[config.mk]
export PLATFORM = sky130hd
export DESIGN_NAME = basic_and_driver
export DESIGN_NICKNAME = d
export VERILOG_FILES = /design/src/rtl/basic_and_driver.sv
export SDC_FILE = /design/constraint.sdc
export NUM_CORES = 1
export LEC_CHECK = 0
export CAP_MARGIN = 10
export CORE_MARGIN = 1
export CORE_UTILIZATION = 55
export DETAILED_ROUTE_END_ITERATION = 7
export DONT_BUFFER_PORTS = 1
export PLACE_DENSITY = 0.73
export SETUP_SLACK_MARGIN = 0.02
export SLEW_MARGIN = 20
export SYNTH_ARGS = -nofsm -noshare
export SYNTH_HDL_FRONTEND = slang
export SYNTH_SLANG_ARGS = --single-unit
[constraint.sdc]
create_clock -name clk -period 1.8 [get_ports clk]
set_clock_uncertainty 0.15 [all_clocks]
set_input_delay 0.36 -clock clk [delete_from_list [all_inputs] [get_ports clk]]
set_output_delay 0.36 -clock clk [all_outputs]
set_load 0.1 [all_outputs]
[src/rtl/basic_and_driver.sv]
// Toggle-encoded driver for the clocked AND cell model.
// Sends a, b, clk pulses as line inversions and decodes the out toggle.
module basic_and_driver #(
  parameter int unsigned SEP_CYC       = 4,
  parameter int unsigned OUT_WAIT_CYC  = 8,
  parameter int unsigned INIT_WAIT_CYC = 16
) (
  input  logic clk,
  input  logic rst,
  input  logic req_valid,
  output logic req_ready,
  input  logic req_a,
  input  logic req_b,
  output logic rsp_valid,
  input  logic rsp_ready,
  output logic rsp_and,
  output logic rsp_mismatch,
  output logic rsp_spurious,
  output logic dut_a,
  output logic dut_b,
  output logic dut_clk,
  input  logic dut_out
);

  typedef enum logic [2:0] {
    S_INIT,
    S_IDLE,
    S_DRV_A,
    S_DRV_B,
    S_DRV_CLK,
    S_WAIT_OUT,
    S_RESP
  } state_t;

  localparam logic [7:0] SEP_M1  = 8'(SEP_CYC - 1);
  localparam logic [7:0] OUT_M1  = 8'(OUT_WAIT_CYC - 1);
  localparam logic [7:0] INIT_LD = 8'(INIT_WAIT_CYC);

  state_t     r_state, w_state;
  logic [7:0] r_cnt, w_cnt;
  logic       r_op_a, w_op_a;
  logic       r_op_b, w_op_b;
  logic       r_spur, w_spur;
  logic       r_out_ref, w_out_ref;
  logic       r_dut_a, w_dut_a;
  logic       r_dut_b, w_dut_b;
  logic       r_dut_clk, w_dut_clk;
  logic       r_rsp_and, w_rsp_and;
  logic       r_rsp_mis, w_rsp_mis;
  logic       r_rsp_spur, w_rsp_spur;
  logic       w_out_chg;

  assign w_out_chg    = dut_out ^ r_out_ref;
  assign req_ready    = (r_state == S_IDLE);
  assign rsp_valid    = (r_state == S_RESP);
  assign rsp_and      = r_rsp_and;
  assign rsp_mismatch = r_rsp_mis;
  assign rsp_spurious = r_rsp_spur;
  assign dut_a        = r_dut_a;
  assign dut_b        = r_dut_b;
  assign dut_clk      = r_dut_clk;

  // Sequencing: each line inversion is registered on entry to its slot.
  always_comb begin
    w_state    = r_state;
    w_cnt      = r_cnt;
    w_op_a     = r_op_a;
    w_op_b     = r_op_b;
    w_spur     = r_spur;
    w_out_ref  = r_out_ref;
    w_dut_a    = r_dut_a;
    w_dut_b    = r_dut_b;
    w_dut_clk  = r_dut_clk;
    w_rsp_and  = r_rsp_and;
    w_rsp_mis  = r_rsp_mis;
    w_rsp_spur = r_rsp_spur;
    unique case (r_state)
      S_INIT: begin
        if (r_cnt != 8'd0) w_cnt = r_cnt - 8'd1;
        if (r_cnt <= 8'd1) w_state = S_IDLE;
      end
      S_IDLE: begin
        if (req_valid) begin
          w_op_a    = req_a;
          w_op_b    = req_b;
          w_spur    = 1'b0;
          w_out_ref = dut_out;
          w_dut_a   = r_dut_a ^ req_a;
          w_cnt     = SEP_M1;
          w_state   = S_DRV_A;
        end
      end
      S_DRV_A: begin
        if (w_out_chg) begin
          w_spur    = 1'b1;
          w_out_ref = dut_out;
        end
        if (r_cnt == 8'd0) begin
          w_dut_b = r_dut_b ^ r_op_b;
          w_cnt   = SEP_M1;
          w_state = S_DRV_B;
        end else begin
          w_cnt = r_cnt - 8'd1;
        end
      end
      S_DRV_B: begin
        if (w_out_chg) begin
          w_spur    = 1'b1;
          w_out_ref = dut_out;
        end
        if (r_cnt == 8'd0) begin
          w_dut_clk = ~r_dut_clk;
          w_state   = S_DRV_CLK;
        end else begin
          w_cnt = r_cnt - 8'd1;
        end
      end
      S_DRV_CLK: begin
        w_cnt   = OUT_M1;
        w_state = S_WAIT_OUT;
      end
      S_WAIT_OUT: begin
        if (r_cnt == 8'd0) begin
          w_rsp_and  = w_out_chg;
          w_rsp_mis  = w_out_chg ^ (r_op_a & r_op_b);
          w_rsp_spur = r_spur;
          w_state    = S_RESP;
        end else begin
          w_cnt = r_cnt - 8'd1;
        end
      end
      S_RESP: begin
        if (rsp_ready) w_state = S_IDLE;
      end
      default: w_state = S_INIT;
    endcase
  end

  // State and datapath registers with synchronous reset.
  always_ff @(posedge clk) begin
    if (rst) begin
      r_state    <= S_INIT;
      r_cnt      <= INIT_LD;
      r_op_a     <= 1'b0;
      r_op_b     <= 1'b0;
      r_spur     <= 1'b0;
      r_out_ref  <= dut_out;
      r_dut_a    <= 1'b0;
      r_dut_b    <= 1'b0;
      r_dut_clk  <= 1'b0;
      r_rsp_and  <= 1'b0;
      r_rsp_mis  <= 1'b0;
      r_rsp_spur <= 1'b0;
    end else begin
      r_state    <= w_state;
      r_cnt      <= w_cnt;
      r_op_a     <= w_op_a;
      r_op_b     <= w_op_b;
      r_spur     <= w_spur;
      r_out_ref  <= w_out_ref;
      r_dut_a    <= w_dut_a;
      r_dut_b    <= w_dut_b;
      r_dut_clk  <= w_dut_clk;
      r_rsp_and  <= w_rsp_and;
      r_rsp_mis  <= w_rsp_mis;
      r_rsp_spur <= w_rsp_spur;
    end
  end

endmodule
==> flow_summary.toml, run 1 <==
[setup_path]
cp.buffers_inverters = 0
worstSetupStartpoint = "r_cnt[3]"
max_stage_delay_ps = 560
ff2ff_setup_slack_ps = -210
crit_path_cell_trace = "or4_4, o41a_1, o2bb2ai_4, a211oi_2, o21ai_1"
cp_num_cells = 5
r2r_cells = 5
crit_family = "compound AO/OA/AOI/OAI gates"
cp-endpoint = "r_cnt[6]"
reg2reg_to = "r_cnt[6]"
cp.required_ps = 1900
crit_slowest_cell = "or4_4"
critPathArrivalTime_ps = 2100
path_max_fanout = 4
end_kind = "flip-flop"
crit_path_start_kind = "flip-flop"
critical_path_class = "flip-flop to flip-flop"
timing.rr.start = "r_cnt[3]"

[timing]
slew_viol_final = 0
hold_viol_final = 14
post-route-period-util_pct = 111.6
finalSetupViolations = 16
tns_ps = -1571
layout_min_cycle_time_ps = 2009
max_slew.worst_pin.slew_ps = 424.0
hold_ws_ps = -67.26
maxSlewHeadroom_pct = 71.51
setup_ws_ps = -208.5
clock.fmax_mhz = 497.9
rsz0062_at_grt = "true"

[synthesis]
ys_async_sr_fraction_pct = 0
netlist_area_um2 = 1285
synth_cell_types = 48
synth_fp_nets = 167
ys_ff_latch = 21
synth_edf_count = 1
syn_area_per_cell_um2 = 8.185
syn_inst = 157
seq_area_frac_synth_pct = 33.50
synthFlopType = "dfxtp_1"
synth_warnings = 0

[drt]
postRouteAntennaNets = 0
avgRoutedWirePerCell_um = 20.10
drt_wl_total_um = 4642
viasPerCell = 6.554
drc = 0
firstDrtPassIters = 5
via_count = 1514
dr.first_iter.drc_count = 99

[pwr]
seq_power_share_pct = 26.7
p_per_area_nw_per_um2 = 1301
internal_power_uw = 1436
p_clk_share_pct = 9.5
leakage_uw = 0.0007978
power.switching_uw = 1109
swShare_pct = 43.58
comb_power_share_pct = 63.8
total_power_uw = 2545
peakVddDrop_v = 0.0009763

[placed_design]
place_inst = 216
portBuffers = 0
gp_congestion = 0.9244
hpwl_um = 2620

[finish]
instances_no_fill = 231
utilization_pct = 88.46
drive_gt1_share_pct = 50.74
areaGrowthSynthToFinish_pct = 52.29
fin_nets = 214
antenna_cells = 0

[clocking]
h-tree-depth = 1
clock_sinks = 21
clk_latency_ps = 320
clkSlewWorstSetupHoldPaths_ps = 130
clockBufferDepth = 2
root_buffer = "clkbuf_4"
numCtsBuffers = 3
hold_buffers = 1
cts_tree = "built"

[run]
cap_violations = 0

[die]
die_h_um = 50.34
num_io_pins = 15
fp.dieW_um = 50.34
fp.dieArea_um2 = 2534
coreArea_um2 = 2212
fp-row-count = 17
start_util_pct = 58.09

[global_routing]
grt_pass1_vias = 1342
antenna_found_initial = 0
overflow = 0
track_usage_pct = 31.58
grt_pass1_wl_um = 6016
grt_max_degree = 25

[outcome]
status = "complete, but fails checks"
violations = "negative hold slack, negative setup slack"

[hold_path]
hold_class = "input pin to flip-flop"
[placed cells by master, fill, tap and decap left out, drive strengths merged, types with 2 or more instances in the layout]
cell and count:
mux2i 4, o31a 2, nand4 2, clkbuf 3
o311ai 2, nor3 5, nor2b 3, a211oi 5
xnor2 5, nor4 3, o21ai 6, a21oi 8
dfxtp 20, ha 3, o2111ai 2, nor2 22
nand2b 4, xor2 4, nand3 4, buf 50
inv 5, o21a 2, or4 2, nand2 15
[flip-flops by register name, indices dropped and copies added, names as in the netlist]
| signal | cells |
|---|---|
| rsp_mismatch | 1 |
| r_out_ref | 1 |
| dut_b | 1 |
| r_cnt | 8 |
| r_state | 3 |
| rsp_and | 1 |
| r_op_a | 1 |
| dut_clk | 1 |
| rsp_spurious | 1 |
| dut_a | 1 |
| r_spur | 1 |
| r_op_b | 1 |
[layout make-up]
cell class,instances,area [um2]
Fill cell,95,255.2
Multi-Input combinational cell,122,1001
Clock buffer,3,22.52
Timing Repair Buffer,51,421.7
Sequential cell,21,447.9
Tap cell,28,35.03
Inverter,5,23.77
Clock inverter,1,5.005
[what timing repair did]
item,CTS,global route
setup endpoints to repair,18,18
resized for setup,16,24
buffers inserted,6,4
hold endpoints to repair,15,15
pin swaps,12,17
[power groups by stage]
stage	clock network [uW]	logic (uW)	registers [uW]
after floorplan	0	741	661
after global placement	0	1190	655
after detailed placement	0	1220	660
after global routing	272	1710	689
after CTS	239	1340	655
final	243	1620	679
[layer usage]
| metal | vias up | wire (um) | global-route usage, % | part of all wire, % |
|---|---|---|---|---|
| met5 | - | 0 | 0 | 0 |
| met4 | 0 | 223 | 12.96 | 4.8 |
| met3 | 29 | 403 | 5.152 | 8.7 |
| met2 | 106 | 2245 | 54.89 | 48 |
| met1 | 711 | 1770 | 38.25 | 38 |
| li1 | 668 | - | - | - |
[per-stage QoR]
stage,worst slack [ps],instance area (um2)
after floorplan,-15.47,1370
final,-208.5,1957
after detailed placement,-127.8,1685
after global placement,-105.4,1685
after global routing,-255.5,1957
after CTS,-127.9,1819
[worst min path at each step]
stage | startpoint | depth (start not counted) | to
after global routing | rst | 1 | r_state[0]
after global placement | rst | 1 | r_cnt[0]
after CTS | rst | 1 | r_state[0]
after detailed placement | rst | 1 | r_cnt[1]
final | rst | 1 | r_state[0]
after floorplan | r_op_a | 2 | r_op_a
[logic make-up after synthesis]
group | count (synthesis) | share of synthesized area [%]
XOR/XNOR | 9 | 6.134
flip-flops | 21 | 33.50
adder cells (fa/ha/maj) | 3 | 2.921
buffers and inverters | 14 | 4.090
AND/OR/NAND/NOR | 64 | 24.73
multiplexers | 4 | 3.116
AO/OA/AOI/OAI | 42 | 25.51
[Yosys cell counts (all sizes together) (2+ instances only)]
master / number / area (um2)
o21a: 2 / 15.01
o21ai: 6 / 30.02
xnor2: 5 / 43.79
or4: 2 / 18.77
dfxtp: 20 / 400.4
nand4: 2 / 12.51
a21oi: 8 / 40.04
xor2: 4 / 35.03
buf: 3 / 11.26
clkbuf: 6 / 22.52
nor3: 5 / 36.29
nor2b: 3 / 18.77
nor2: 22 / 82.58
o311ai: 2 / 17.52
a211oi: 5 / 37.54
nor4: 3 / 18.77
ha: 3 / 37.54
nand2b: 4 / 25.02
mux2i: 4 / 40.04
nand2: 15 / 56.30
o2111ai: 2 / 17.52
nand3: 4 / 20.02
o31a: 2 / 20.02
inv: 5 / 18.77
Note: power is estimated with default switching activity, not from simulation.
==> inputs of run 2 (changes only) <==
--- a/config.mk
+++ b/config.mk
@@ -5,6 +5,7 @@
 export SDC_FILE = /design/constraint.sdc
 export NUM_CORES = 1
 export LEC_CHECK = 0
+export ABC_CLOCK_PERIOD_IN_PS = 1800
 export CAP_MARGIN = 10
 export CORE_MARGIN = 1
 export CORE_UTILIZATION = 55
==> results of run 2 <==
The final DEF is identical to that of run 1; final timing and power are the same.
==> inputs of run 3 (changes only) <==
--- a/config.mk
+++ b/config.mk
@@ -7,11 +7,12 @@
 export LEC_CHECK = 0
 export ABC_CLOCK_PERIOD_IN_PS = 1800
 export CAP_MARGIN = 10
-export CORE_MARGIN = 1
+export CORE_MARGIN = 4
 export CORE_UTILIZATION = 55
 export DETAILED_ROUTE_END_ITERATION = 7
 export DONT_BUFFER_PORTS = 1
 export PLACE_DENSITY = 0.73
+export RECOVER_POWER = 100
 export SETUP_SLACK_MARGIN = 0.02
 export SLEW_MARGIN = 20
 export SYNTH_ARGS = -nofsm -noshare
==> run 3 against run 2 <==
- highest routed layer unchanged
- critical path type unchanged
- clock-buffer cell count stayed put
- worst setup slack better by 16 ps
- via count shrank 4.6%
- the run ends with negative setup slack left
- first-iteration DRC count is 31% lower
==> flow_summary.toml, run 3 (synthesis gave the netlist of run 1 again) <==
[outcome]
status = "complete, but fails checks"
violations = "negative setup slack"

[finish]
fin_area_um2 = 1904
layout_commonest_cell = "buf_4"
final_cell_mix = "buf_4 (37), nor2_1 (20), nand2_1 (12), dfxtp_1 (12)"
antenna_cells = 0
reg_top3 = "r_cnt (8), r_state (3)"
regMostFlops = "r_cnt"
instances_no_fill = 233
fin_nets = 216
largest_reg_flops = 8
areaGrowthSynthToFinish_pct = 48.20
drive_gt1_share_pct = 45.85

[timing]
finalSetupViolations = 18
rsz0062_at_grt = "true"
maxSlewHeadroom_pct = 60.03
tns_ps = -1854
post-route-period-util_pct = 110.7
max_slew.worst_pin.slew_ps = 597.6
clock.fmax_mhz = 501.8
layout_min_cycle_time_ps = 1993
setup_ws_ps = -193.0
slew_viol_final = 0
hold_viol_final = 0

[pwr]
peakVddDrop_v = 0.001148
power.switching_uw = 1035
seq_power_share_pct = 28.2
internal_power_uw = 1354
p_clk_share_pct = 10.2
leakage_uw = 0.0007823
p_per_area_nw_per_um2 = 1255
swShare_pct = 43.30
comb_power_share_pct = 61.6

[hold_path]
hold_class = "input pin to flip-flop"
hp-start = "rst"
hold_depth = 1
worstHoldEndpoint = "r_cnt[2]"

[setup_path]
critical_path_class = "flip-flop to flip-flop"
crit_slowest_cell = "or4_4"
r2r_cells = 6
crit_path_cell_trace = "or4_4, nor3_1, buf_4, o221ai_1, xnor2_1, nor2_1"
crit_family = "simple AND/OR/NAND/NOR gates"
cp.required_ps = 1850
crit_path_start_kind = "flip-flop"
reg2reg_to = "r_state[0]"
critPathArrivalTime_ps = 2040
cp.buffers_inverters = 1
max_stage_delay_ps = 580
ff2ff_setup_slack_ps = -190
end_kind = "flip-flop"
path_max_fanout = 4
timing.rr.start = "r_cnt[5]"

[placed_design]
place_inst = 215
post_dp_cell_area_um2 = 1678
hpwl_um = 2740
gp_congestion = 1.002
portBuffers = 0

[global_routing]
grt_pass1_wl_um = 6996
grt_use_met1_pct = 35.62
overflow = 0
use_met3_pct = 4.828
met2_usage_pct = 47.91
grt_max_degree = 14
track_usage_pct = 27.74
top_usage_layer = "met2"
grt_pass1_vias = 1451
antenna_found_initial = 0

[drt]
viasPerCell = 6.202
drc = 0
drt_wl_total_um = 4314
dr.first_iter.drc_count = 68
avgRoutedWirePerCell_um = 18.52
firstDrtPassIters = 4
postRouteAntennaNets = 0
via_count = 1445

[die]
num_io_pins = 15
fp-row-count = 17
fp.dieW_um = 56.34
coreArea_um2 = 2212
start_util_pct = 58.09
fp.dieArea_um2 = 3174
die_h_um = 56.34

[clocking]
root_buffer = "clkbuf_4"
clockBufferDepth = 2
clock_sinks = 21
h-tree-depth = 1
clkSlewWorstSetupHoldPaths_ps = 140
clk_latency_ps = 310
numCtsBuffers = 3
cts_tree = "built"

[run]
cap_violations = 0
-- run 3: changes by cell type in the layout (fill, tap and decap cells not counted), sizes merged --
cell         change
dlygate4sd3      +1
clkbuf           +7
buf              -6
-- run 3: power groups by stage --
stage | logic (uW) | registers (uW) | clock network, uW
2_1_floorplan | 741 | 661 | 0
4_1_cts | 1330 | 659 | 237
5_1_grt | 1580 | 689 | 258
6_report | 1470 | 675 | 243
3_3_place_gp | 1180 | 660 | 0
3_5_place_dp | 1220 | 666 | 0
-- run 3: layer usage --
metal  share of wire (%)  up-vias
li1                    -      673
met1                  40      688
met2                  49       74
met3                 8.2       10
met4                 2.1        0
met5                   0        -
-- run 3: stage by stage --
stage / hold WS [ps] / power [uW] / utilization [%] / setup slack [ps]
final: 30.13 / 2389 / 86.09 / -193.0
after global routing: 17.23 / 2524 / 86.09 / -283.2
after CTS: 39.57 / 2229 / 83.99 / -168.5
after detailed placement: 281.2 / 1882 / 75.85 / -167.5
after global placement: 282.2 / 1845 / 75.85 / -182.0
after floorplan: 286.4 / 1402 / - / -15.47
-- run 3: timing repair --
item,4_1_cts,5_1_grt
hold endpoints to repair,14,0
setup endpoints to repair,18,18
resized for setup,18,13
pin swaps,10,9
buffers inserted,9,3
hold buffers,2,0
gates cloned,0,0
-- run 3: cell type report --
| class | count | area (um2) |
|---|---|---|
| multi-input cells | 122 | 947.2 |
| inverters | 5 | 21.27 |
| flip-flops and latches | 21 | 445.4 |
| repair buffers | 53 | 427.9 |
| well taps | 28 | 35.03 |
| fillers | 121 | 307.8 |
| clock buffers | 3 | 22.52 |
| clock inverters | 1 | 5.005 |
-- run 3: worst max-delay path by stage --
stage                   from    endpoint  slack (ps)  cells past startpoint
CTS                 r_cnt[5]    r_cnt[4]        -170                      6
floorplan           r_cnt[5]    r_cnt[7]         -20                      5
global route        r_cnt[5]  r_state[0]        -280                      6
detailed placement  r_cnt[1]    r_cnt[2]        -170                      8
finish              r_cnt[5]  r_state[0]        -190                      6
global placement    r_cnt[1]    r_cnt[2]        -180                      8
